--- src/rtl/bcd_pkg.sv ---
// Shared definitions for the packed-BCD to binary converter.
// Default sizing, FSM state encoding and the digit legality check.
package bcd_pkg;

  localparam int DIGITS_DEF = 4;
  localparam int BIN_W_DEF  = 14;

  typedef enum logic [1:0] {
    IDLE = 2'd0,
    CONV = 2'd1,
    DONE = 2'd2
  } state_t;

  function automatic logic digit_ok(input logic [3:0] nibble);
    return nibble <= 4'd9;
  endfunction

endpackage

--- src/rtl/bcd_digit_corr.sv ---
// One BCD digit correction step for reverse double dabble.
// A digit that reached 8 or more after the right shift gets 3 subtracted.
module bcd_digit_corr (
  input  logic [3:0] din,
  output logic [3:0] dout
);

  assign dout = (din >= 4'd8) ? (din - 4'd3) : din;

endmodule

--- src/rtl/bcd2bin_seq.sv ---
// Sequential packed-BCD to binary converter (reverse double dabble).
// One shift/correct iteration per clock, valid/ready on both sides.
//
// state | meaning
// IDLE  | waiting for input, in_ready high
// CONV  | one shift-right/correct iteration per edge, BIN_W iterations
// DONE  | result presented with out_valid, held until out_ready
module bcd2bin_seq
  import bcd_pkg::*;
#(
  parameter int DIGITS = DIGITS_DEF,
  parameter int BIN_W  = BIN_W_DEF
) (
  input  logic                  clk,
  input  logic                  rst_n,
  input  logic                  in_valid,
  output logic                  in_ready,
  input  logic [4*DIGITS-1:0]   bcd_in,
  output logic                  out_valid,
  input  logic                  out_ready,
  output logic [BIN_W-1:0]      bin_out,
  output logic                  err
);

  localparam int BCD_W = 4 * DIGITS;
  localparam int SR_W  = BCD_W + BIN_W;
  localparam int CNT_W = $clog2(BIN_W);
  localparam logic [CNT_W-1:0] CNT_LAST = CNT_W'(BIN_W - 1);

  state_t            state_q, state_d;
  logic [SR_W-1:0]   sr_q;
  logic [SR_W-1:0]   shifted;
  logic [SR_W-1:0]   sr_next;
  logic [BCD_W-1:0]  corr;
  logic [CNT_W-1:0]  cnt_q;
  logic              all_ok;
  logic              accept;

  always_comb begin
    all_ok = 1'b1;
    for (int i = 0; i < DIGITS; i++) begin
      if (!digit_ok(bcd_in[4*i +: 4])) all_ok = 1'b0;
    end
  end

  // Correction touches only the BCD field; the binary bits pass straight through.
  assign shifted = sr_q >> 1;

  for (genvar g = 0; g < DIGITS; g++) begin : g_corr
    bcd_digit_corr u_corr (
      .din  (shifted[BIN_W + 4*g +: 4]),
      .dout (corr[4*g +: 4])
    );
  end

  assign sr_next = {corr, shifted[BIN_W-1:0]};
  assign accept  = in_valid && in_ready;

  always_ff @(posedge clk or negedge rst_n) begin
    if (!rst_n) state_q <= IDLE;
    else        state_q <= state_d;
  end

  always_comb begin
    state_d   = state_q;
    in_ready  = 1'b0;
    out_valid = 1'b0;
    unique case (state_q)
      IDLE: begin
        in_ready = 1'b1;
        if (in_valid) state_d = all_ok ? CONV : DONE;
      end
      CONV: begin
        if (cnt_q == CNT_LAST) state_d = DONE;
      end
      DONE: begin
        out_valid = 1'b1;
        if (out_ready) state_d = IDLE;
      end
      default: state_d = IDLE;
    endcase
  end

  always_ff @(posedge clk or negedge rst_n) begin
    if (!rst_n) begin
      sr_q    <= '0;
      cnt_q   <= '0;
      bin_out <= '0;
      err     <= 1'b0;
    end else begin
      unique case (state_q)
        IDLE: begin
          if (accept) begin
            if (all_ok) begin
              sr_q  <= {bcd_in, {BIN_W{1'b0}}};
              cnt_q <= '0;
            end else begin
              err     <= 1'b1;
              bin_out <= '0;
            end
          end
        end
        CONV: begin
          sr_q  <= sr_next;
          cnt_q <= cnt_q + 1'b1;
          if (cnt_q == CNT_LAST) begin
            bin_out <= sr_next[BIN_W-1:0];
            err     <= 1'b0;
          end
        end
        default: ;
      endcase
    end
  end

endmodule

--- config.mk ---
export PLATFORM = sky130hd
export DESIGN_NAME = bcd2bin_seq
export DESIGN_NICKNAME = d
export VERILOG_FILES = /design/src/rtl/bcd_pkg.sv /design/src/rtl/bcd_digit_corr.sv /design/src/rtl/bcd2bin_seq.sv
export SDC_FILE = /design/constraint.sdc
export NUM_CORES = 1
export LEC_CHECK = 0
export ABC_AREA = 1
export BUFFER_PORTS_ARGS = -buffer_cell sky130_fd_sc_hd__clkbuf_2
export CORE_MARGIN = 3
export CORE_UTILIZATION = 50
export DETAILED_ROUTE_END_ITERATION = 6
export PLACE_DENSITY = 0.73
export SLEW_MARGIN = 20
export SYNTH_ARGS = -nofsm -noshare
export SYNTH_HDL_FRONTEND = slang
export SYNTH_SLANG_ARGS = --single-unit
--- constraint.sdc ---
create_clock -name clk -period 2.7 [get_ports clk]
set_input_delay 0 -clock clk [delete_from_list [all_inputs] [get_ports clk]]
set_output_delay 0 -clock clk [all_outputs]
set_load 0.1 [all_outputs]
==> metrics, run 1 <==
status finished clean; Final WS setup 868 ps; WP data arrival 2020 ps; via/cell ratio 5.16; top cell type by total area after synthesis dfrtp_1; Worst-Margin Slew 763 ps; maximum clock rate 546 MHz; worst hold path class primary input to register; Synth Flop Type dfrtp_1; die height 78.6 um; FF+latch count, synth 50; Worst setup SP type register; WL final 5390 um; Root Buffer clkbuf_8; Inst Count DP 420; max cap viols 0; highest-count cells in the layout ignoring fill and taps nand2_1, nand3_1, dfrtp_1; WS Path Type register to register; Post-Synthesis Cells 332; crit end category register; TritonCTS clock tree yes; main combinational cell family by area after synthesis simple AND/OR/NAND/NOR gates; GR peak layer met2; worst hold slack 19.1 ps; Final setup viols 0; Final Cycle Share 0.679; Synth top area share 0.474; Clk Latency, worst-skew pair 310 ps; Initial Util 0.537; Post-Layout Cell Count 431; Leakage 1.63 nW; Slew Limit Headroom 0.491; CP required 2890 ps; slowest CP cell dfrtp_1; cell mode on critical path nand2_1; Fin Clk Skew 6.88 ps; DRT antenna net count 0; number of buffers created by CTS 5; Hold Path Cell Cnt 3; number of flops mapped to enable cells by yosys 0; setup tns final 0 ps; ys async rst share 1.00; vias in the first global route 2160; Die Footprint 0.00618 mm2; Total GRT Usage 0.195; Pre-antenna DRT Iters 4; Core Area 0.00491 mm2; Reg2Reg Depth 6; dpl ws 883 ps; Final Instance Area 0.00291 mm2; dpl cell area 0.00278 mm2; synthesized cell area 0.00264 mm2; Post-CTS Setup Repair Bufs 0; Max VDD drop 0.612 mV; total congestion overflow 0; total vias in the final route 2224; nets@finish 391; Final Hold Fails 0; worst stage delay on the critical path 470 ps; met3 Usage GRT 0.0413; fin. max-slew vios 0; Synth cell types 24; crit path buf inv count 1; simple-gate share of the synthesized area 0.356; CTS clk-pin slew, worst paths 90 ps; Die X 78.6 um; utilization after layout 0.593; syn_nets 360; adder-cell area share of the yosys netlist 0.0380; antenna cell count 0; Residual DRC 0; Critical Path Stages 6; synth-to-layout area growth 10.4%; pin count of the biggest net entering global routing 51; main area contributors after synthesis dfrtp_1, nand2_1, nand3_1; cell chain of the critical path nor2_4 -> inv_2 -> nand2_1 -> o21ai_0 -> nand3_1 -> nand2_1; share of cells above drive strength 1 0.168; hpwl dp 3590 um; H-tree levels 2; Avg Cell Area, Syn 7.94 um2; I/O Buffers 36; Ys Warns 0; Synth Area in Compound Gates 0.0527; post-synthesis mux area share 0; leading cell type in the layout, fill and taps excluded nand2_1; GR Util met1 0.254; num rows 25; Filler Cell Count 466; post-cts sizing count 0; RSZ-0062 raised after global routing no; Clock Sink Count 50; CP max FO 50; xor/xnor share of the synthesized area 0; wire per inst 12.5 um; footprint of the multi-input gates 0.00118 mm2; GP Congestion 0.871; register area 0.00125 mm2; Ports 37; min Tclk post-route 1830 ps; CP top delay family simple AND/OR/NAND/NOR gates; M2 GR Usage 0.322; Initial DRC Count 197; sequential-to-total area share from yosys stat 0.474; Tot Pwr 2.59 mW; Max Buffers Root-to-Sink 2; first-pass GRT wire length 9630 um; initial antenna violation count 0; Power Density 890 mW/mm2
[layout make-up]
class,count,area share
flip-flops and latches,50,0.430
multi-input cells,245,0.404
repair buffers,41,0.0774
well taps,67,0.0288
clock buffers,6,0.0284
inverters,20,0.0258
clock inverters,2,0.00559
[routing by layer]
metal  wire length (um)  vias to the layer above  part of all wire
li1                   -                     1134                 -
met1               2460                     1033              0.46
met2               2620                       51              0.49
met3                246                        6             0.046
met4                 68                        0             0.013
met5                  0                        -                 0
[cells by family (layout without fill, tap and decap cells)]
kind of cell | after synthesis | count (layout)
simple gates | 213 | 213
flops | 50 | 50
buf+inv | 37 | 69
compound gates | 24 | 24
fa+ha+maj | 8 | 8
[where the power goes]
group          total [mW]  leakage (nW)  internal, mW  switching [mW]
Combinational       0.923         0.910         0.267           0.656
Sequential           1.20         0.668         0.972           0.226
Clock               0.469        0.0478         0.211           0.258
Total                2.59          1.63          1.45            1.14
[path summary, 6_finish.rpt]
kind	start	endpoint	slack, ps
min in group asynchronous	rst_n	state_q[0]	330
worst min register to register	bin_out[10]	bin_out[10]	480
worst min-delay path	in_valid	sr_q[29]	20
worst max register to register	state_q[1]	sr_q[24]	870
worst max-delay path	state_q[1]	sr_q[24]	870
max in group asynchronous	rst_n	sr_q[15]	1950
[repair_timing]
| action | CTS | global route |
|---|---|---|
| hold endpoints to repair | 52 | 0 |
| hold buffers | 3 | 0 |
| setup endpoints to repair | 0 | 0 |
[cell usage after synthesis (3+ instances only)]
cell,instances
nand2_1,116
nand3_1,70
dfrtp_1,50
inv_1,17
nor2_1,16
o21ai_0,14
ha_1,8
buf_6,7
buf_2,5
o21ai_1,5
buf_4,3
inv_2,3
or2_2,3
[registers in the layout, indices dropped and copies added (netlist names)]
name and count:
cnt_q 4, state_q 2, bin_out 14, sr_q 29, err 1
[tightest hold or removal path: stages]
cell	delay (ps)
clkbuf_2	130
nand4_1	100
nand2_1	50
(Power assumes the default switching activity.)
==> inputs of run 2 (changes only) <==
Settings changed: PLACE_DENSITY 0.73 to 0.76.
Clock period 2.7 ns to 1.5 ns, I/O delays scaled along.
==> run 2 against run 1 <==
  * The flow now finishes with violations (hold timing)
  * Flip-flop and latch count unchanged
  * Global-route usage down 0.28 points
  * Final cell count up 2.6%
  * Fmax up 35%
  * Die area unchanged
  * Via count up 3.3%
==> metrics, run 2 (synthesis results as in run 1) <==
GP Congestion 0.826 (-5.1%); Leakage 1.70 nW (+4.4%); num rows 25 (unchanged); Ports 37 (unchanged); Psw 2.08 mW (+83%); hold path start in_valid; CTS clk-pin slew, worst paths 90 ps (about the same); Tot Pwr 4.93 mW (+90%); RSZ-0062 raised after global routing no; via/cell ratio 5.20 (+0.71%); crit end category register; P_int 2.85 mW (+97%); worst stage delay on the critical path 430 ps (-40 ps); Clk Latency, worst-skew pair 310 ps (about the same); pin count of the biggest net entering global routing 51 (unchanged); dpl ws 167 ps (-716 ps); cell chain of the critical path inv_2 -> nor2_4 -> buf_4 -> o21ai_0 -> o21ai_0 -> nand3_1 -> nand2_1; first-pass GRT wire length 9490 um (-1.4%); DRT antenna net count 0 (unchanged); total vias in the final route 2297 (+3.3%); fin. max-slew vios 0 (unchanged); Worst-Margin Slew 546 ps (-217 ps); WS Path Type register to register; Final Cycle Share 0.903 (+0.225); switch share 0.422 (-0.0181); most flop-heavy register sr_q; WP data arrival 1610 ps (-410 ps); Die Footprint 0.00618 mm2 (unchanged); Reg2Reg Depth 7 (+1); I/O Buffers 36 (unchanged); r2r endpoint sr_q[19]; initial antenna violation count 0 (unchanged); highest-count cells in the layout ignoring fill and taps nand2_1, nand3_1, dfrtp_1; reg2reg setup slack 140 ps (-720 ps); Residual DRC 0 (unchanged); status finished, violations left; Logic pwr share 0.365 (+0.009); utilization after layout 0.624 (+0.0313); WL met3 197 um (-20%); vias in the first global route 2095 (-3.0%); maximum clock rate 738 MHz (+35%); antenna cell count 0 (unchanged); DR WL met2 2500 um (-4.3%); Power Density 1610 mW/mm2 (+81%); Final Hold Fails 1 (+1); TritonCTS clock tree yes; number of buffers created by CTS 5 (unchanged); Worst setup SP type register; Clock Sink Count 50 (unchanged); slowest CP cell dfrtp_2; Initial DRC Count 173 (-12%); setup tns final 0 ps (unchanged); failing checks hold timing; nets@finish 402 (+2.8%); total congestion overflow 0 (unchanged); Slew Limit Headroom 0.637 (+0.147); die height 78.6 um (unchanged); max cap viols 0 (unchanged); Max VDD drop 0.766 mV (+25%); wire per inst 12.1 um (-3.0%); Pre-antenna DRT Iters 4 (unchanged); leading cell type in the layout, fill and taps excluded nand2_1; Die X 78.6 um (unchanged); top sig layer met4; max reg flops 29 (unchanged); cell mode on critical path o21ai_0; Initial Util 0.537 (unchanged); CP required 1750 ps (-1140 ps); Metal-1 WL 2580 um (+4.9%); RR Startpoint state_q[0]; Reg power frac 0.443 (-0.020); H-tree levels 2 (unchanged); CP max FO 10 (-80%); Total GRT Usage 0.192 (-0.00280); share of cells above drive strength 1 0.200 (+0.0324); hpwl dp 3760 um (+4.9%); Final setup viols 0 (unchanged); Hold Path Cell Cnt 3 (unchanged); Top Registers sr_q (29), bin_out (14), cnt_q (4); Hold Crit Endpoint sr_q[29]; Core Area 0.00491 mm2 (unchanged); Max Buffers Root-to-Sink 2 (unchanged); Fin Clk Skew 6.12 ps (-0.764 ps); synth-to-layout area growth 16.2%; worst hold slack -14.3 ps (-33.4 ps); worst hold path class primary input to register; WL final 5360 um (-0.48%); Final WS setup 145 ps (-723 ps); min Tclk post-route 1360 ps (-477 ps); Clock power frac 0.191 (+0.010); Root Buffer clkbuf_8
## run 2: repair_timing
item,CTS,global route
gates resized for setup,0,0
hold buffers,4,0
buffers inserted,0,1
endpoints found under the setup margin,0,1
hold endpoints to repair,52,0
## run 2: how the worst max path moves through the flow
stage	end	start	slack [ps]
6_report	sr_q[19]	state_q[0]	140
5_1_grt	bin_out[8]	cnt_q[1]	20
4_1_cts	sr_q[29]	bcd_in[15]	90
3_5_place_dp	sr_q[19]	state_q[0]	170
3_3_place_gp	cnt_q[1]	state_q[0]	190
2_1_floorplan	state_q[1]	state_q[0]	-100
## run 2: power by group through the flow
stage	clock network [mW]	logic (mW)	registers [mW]
6_report	0.944	1.80	2.19
5_1_grt	1.02	2.04	2.24
4_1_cts	0.967	1.81	2.18
3_5_place_dp	0	1.80	2.20
3_3_place_gp	0	1.75	2.18
2_1_floorplan	0	1.36	2.20
## run 2: area by class of cell
class,count,area (um2)
clock inverter,2,37.5
sequential,50,1250
timing repair buffer,52,350
multi-input combinational,245,1190
clock buffer,6,72.6
tap,67,83.8
inverter,20,75.1
fill,453,1850
## run 2: per-stage QoR
stage                     cell area [um2]  cells
after floorplan                      2660    332
after global placement               2920    430
after detailed placement             2920    430
after CTS                            3070    442
after global routing                 3070    442
final                                3070    442
## run 2: layer usage
| layer | vias up | GRT usage |
|---|---|---|
| li1 | 1155 | - |
| met1 | 1087 | 0.261 |
| met2 | 47 | 0.307 |
| met3 | 8 | 0.0344 |
| met4 | 0 | 0.0682 |
| met5 | - | 0 |
## run 2: worst max-delay path: cells and delay by family (launching register included)
family	cells	cell delay (ps)
compound gates	2	260
buf+inv	2	280
flops	1	430
simple gates	3	330
==> inputs of run 3 (changes only) <==
Settings changed: PLACE_DENSITY 0.76 to 0.75, SYNTH_HIERARCHICAL from default to 1.
==> run 3 against run 2 <==
  * Combinational power grew 49%
  * Largest power group is now combinational cells
  * Count of clock-buffer cells in the layout grew 1
  * Non-clock buffer count grew 4
  * Critical endpoint is now bin_out[7]
  * Core utilization shrank 1.0 points
  * Die area grew 11%
  * Synthesized area grew 12%
  * Flip-flop and latch count is the same
  * The flow now finishes without violations
  * Final cell count grew 15%
  * First-iteration DRC count shrank 25%
  * Register-to-register slack lost 20 ps
  * Global-route usage grew 0.89 points
==> metrics, run 3 <==
Synth Area in Compound Gates 0.0315 (-0.0212); Max Buffers Root-to-Sink 2 (unchanged); P_int 3.08 mW (+7.9%); reg2reg setup slack 130 ps (-20 ps); Synth cell types 25 (+4.2%); number of buffers created by CTS 5 (unchanged); I/O Buffers 36 (unchanged); FF+latch count, synth 50 (unchanged); dpl ws 24.7 ps (-142 ps); Logic pwr share 0.471 (+0.106); Slew Limit Headroom 0.633 (-0.00408); WL final 6230 um (+16%); CTS clk-pin slew, worst paths 90 ps (about the same); Root Buffer clkbuf_8; Clock power frac 0.134 (-0.057); utilization after layout 0.614 (-0.00997); number of flops mapped to enable cells by yosys 0 (unchanged); WP data arrival 1570 ps (-40 ps); Leakage 1.94 nW (+14%); slowest CP cell dfrtp_1; Die X 82.7 um (+5.2%); GP Congestion 0.778 (-5.8%); max reg flops 29 (unchanged); CP max FO 11 (+1); Avg Cell Area, Syn 7.60 um2 (-4.3%); Max VDD drop 1.17 mV (+53%); Final setup viols 0 (unchanged); post-synthesis mux area share 0 (unchanged); top cell type by total area after synthesis dfrtp_1; WS Path Type register to register; most common cell in the synthesized netlist nand2_1; xor/xnor share of the synthesized area 0.0119 (+0.0119); nets@finish 467 (+16%); most flop-heavy register sr_q; Post-synth top cells nand2_1, nand3_1, inv_1, dfrtp_1, nor2_1; crit path buf inv count 3 (+1); initial antenna violation count 0 (unchanged); main area contributors after synthesis dfrtp_1, nand2_1, nand3_1; Tot Pwr 5.68 mW (+15%); Die Footprint 0.00684 mm2 (+11%); Initial Util 0.525 (-0.0125); Core Area 0.00561 mm2 (+14%); Post-Layout Cell Count 510 (+15%); antenna cell count 0 (unchanged); synthesized cell area 0.00294 mm2 (+12%); Worst-Margin Slew 552 ps (+6.15 ps); pin count of the biggest net entering global routing 35 (-31%); Residual DRC 0 (unchanged); Ys Warns 6 (+6); synth-to-layout area growth 17.1%; Psw 2.60 mW (+25%); Fin Clk Skew 11.4 ps (+5.33 ps); fin. max-slew vios 0 (unchanged); H-tree levels 2 (unchanged); Clk Latency, worst-skew pair 300 ps (about the same); Final WS setup 126 ps (-18.7 ps); ys async rst share 1.00 (unchanged); Initial DRC Count 130 (-25%); leading cell type in the layout, fill and taps excluded nand2_1; num rows 27 (+8.0%); Pre-antenna DRT Iters 4 (unchanged); Total GRT Usage 0.201 (+0.00888); CP required 1690 ps (-60 ps); Inst Count DP 496 (+15%); worst stage delay on the critical path 450 ps (+20 ps); wire per inst 12.2 um (+0.68%); Synth Flop Type dfrtp_1; min Tclk post-route 1370 ps (+18.7 ps); CP top delay family flip-flops; first-pass GRT wire length 10600 um (+11%); DRT antenna net count 0 (unchanged); via/cell ratio 4.92 (-5.3%); Top Registers sr_q (29), bin_out (14), cnt_q (4); status finished clean; switch share 0.458 (+0.0365); Ports 37 (unchanged); TritonCTS clock tree yes; share of cells above drive strength 1 0.215 (+0.0146); crit end category register; Final Cycle Share 0.916 (+0.0125); Synth top area share 0.425 (-0.0490); total vias in the final route 2511 (+9.3%); main combinational cell family by area after synthesis simple AND/OR/NAND/NOR gates; Worst setup SP type register; Filler Cell Count 529 (+17%); max cap viols 0 (unchanged); Post-Synthesis Cells 387 (+17%); Power Density 1650 mW/mm2 (+2.5%); cell chain of the critical path inv_2 -> nand2_4 -> inv_4 -> nand2_2 -> nand3_4 -> buf_12 -> nand2_4 -> nand2_2; RSZ-0062 raised after global routing no; die height 82.7 um (+5.2%); highest-count cells in the layout ignoring fill and taps nand2_1, nand3_1, inv_1; vias in the first global route 2380 (+14%); Final Hold Fails 0 (-1); Clock Sink Count 50 (unchanged); Reg power frac 0.395 (-0.048); maximum clock rate 728 MHz (-1.4%); simple-gate share of the synthesized area 0.381 (+0.0249); adder-cell area share of the yosys netlist 0.0425 (+0.00458); sequential-to-total area share from yosys stat 0.425 (-0.0490); hpwl dp 4490 um (+19%); worst hold path class primary input to register; total congestion overflow 0 (unchanged)
==> run 3: area by class of cell <==
type	instances	area, um2	area share
Sequential cell	50	1250	0.364
Tap cell	72	90.1	0.0262
Clock inverter	1	7.51	0.00218
Multi-Input combinational cell	268	1410	0.410
Timing Repair Buffer	56	393	0.114
Inverter	56	213	0.0618
Clock buffer	7	76.3	0.0222
==> run 3: kinds of logic (layout without fill, tap and decap cells) <==
kind of cell / after synthesis / in the layout
adders and majority gates: 10 / 10
AOI/OAI and AO/OA: 15 / 15
buffers and inverters: 74 / 120
other: 1 / 6
DFF: 50 / 50
xor gates and xnor gates: 4 / 4
and+or+nand+nor: 233 / 233
==> run 3: timing repair <==
action	4_1_cts	5_1_grt
gates resized for setup	0	1
endpoints found under the setup margin	0	16
hold buffers	3	0
endpoints found under the hold margin	18	0
setup buffers	0	3
==> run 3: power by group through the flow <==
stage | sequential (mW) | clock [mW] | combinational (mW)
2_1_floorplan | 2.45 | 0 | 1.77
3_3_place_gp | 2.24 | 0 | 2.52
3_5_place_dp | 2.27 | 0 | 2.60
4_1_cts | 2.24 | 0.800 | 2.61
5_1_grt | 2.32 | 0.851 | 2.99
6_report | 2.25 | 0.760 | 2.68
==> run 3: stage by stage <==
| step | hold slack, ps | TNS, ps | area (um2) |
|---|---|---|---|
| 2_1_floorplan | -296 | -1460 | 2980 |
| 3_3_place_gp | -26.5 | 0 | 3290 |
| 3_5_place_dp | -23.3 | 0 | 3290 |
| 4_1_cts | 16.3 | 0 | 3410 |
| 5_1_grt | 32.1 | 0 | 3440 |
| 6_report | 26.3 | 0 | 3440 |
==> run 3: path summary, 6_finish.rpt <==
kind	from	endpoint	cells after the start
max	state_q[1]	bin_out[7]	8
min	bcd_in[0]	sr_q[14]	5
max reg2reg	state_q[1]	bin_out[7]	8
min reg2reg	bin_out[10]	bin_out[10]	2
max in group asynchronous	rst_n	cnt_q[2]	3
min in group asynchronous	rst_n	sr_q[15]	2
==> run 3: per-layer routing <==
layer / GRT usage / vias to the layer above / share of wire
li1: - / 1290 / -
met1: 0.268 / 1160 / 0.45
met2: 0.333 / 55 / 0.49
met3: 0.0423 / 6 / 0.046
met4: 0.0507 / 0 / 0.0087
met5: 0 / - / 0
==> run 3: worst min-delay path, delay by kind of cell <==
| kind | cells | cell delay (ps) |
|---|---|---|
| buffers and inverters | 1 | 80 |
| AND/OR/NAND/NOR | 4 | 220 |
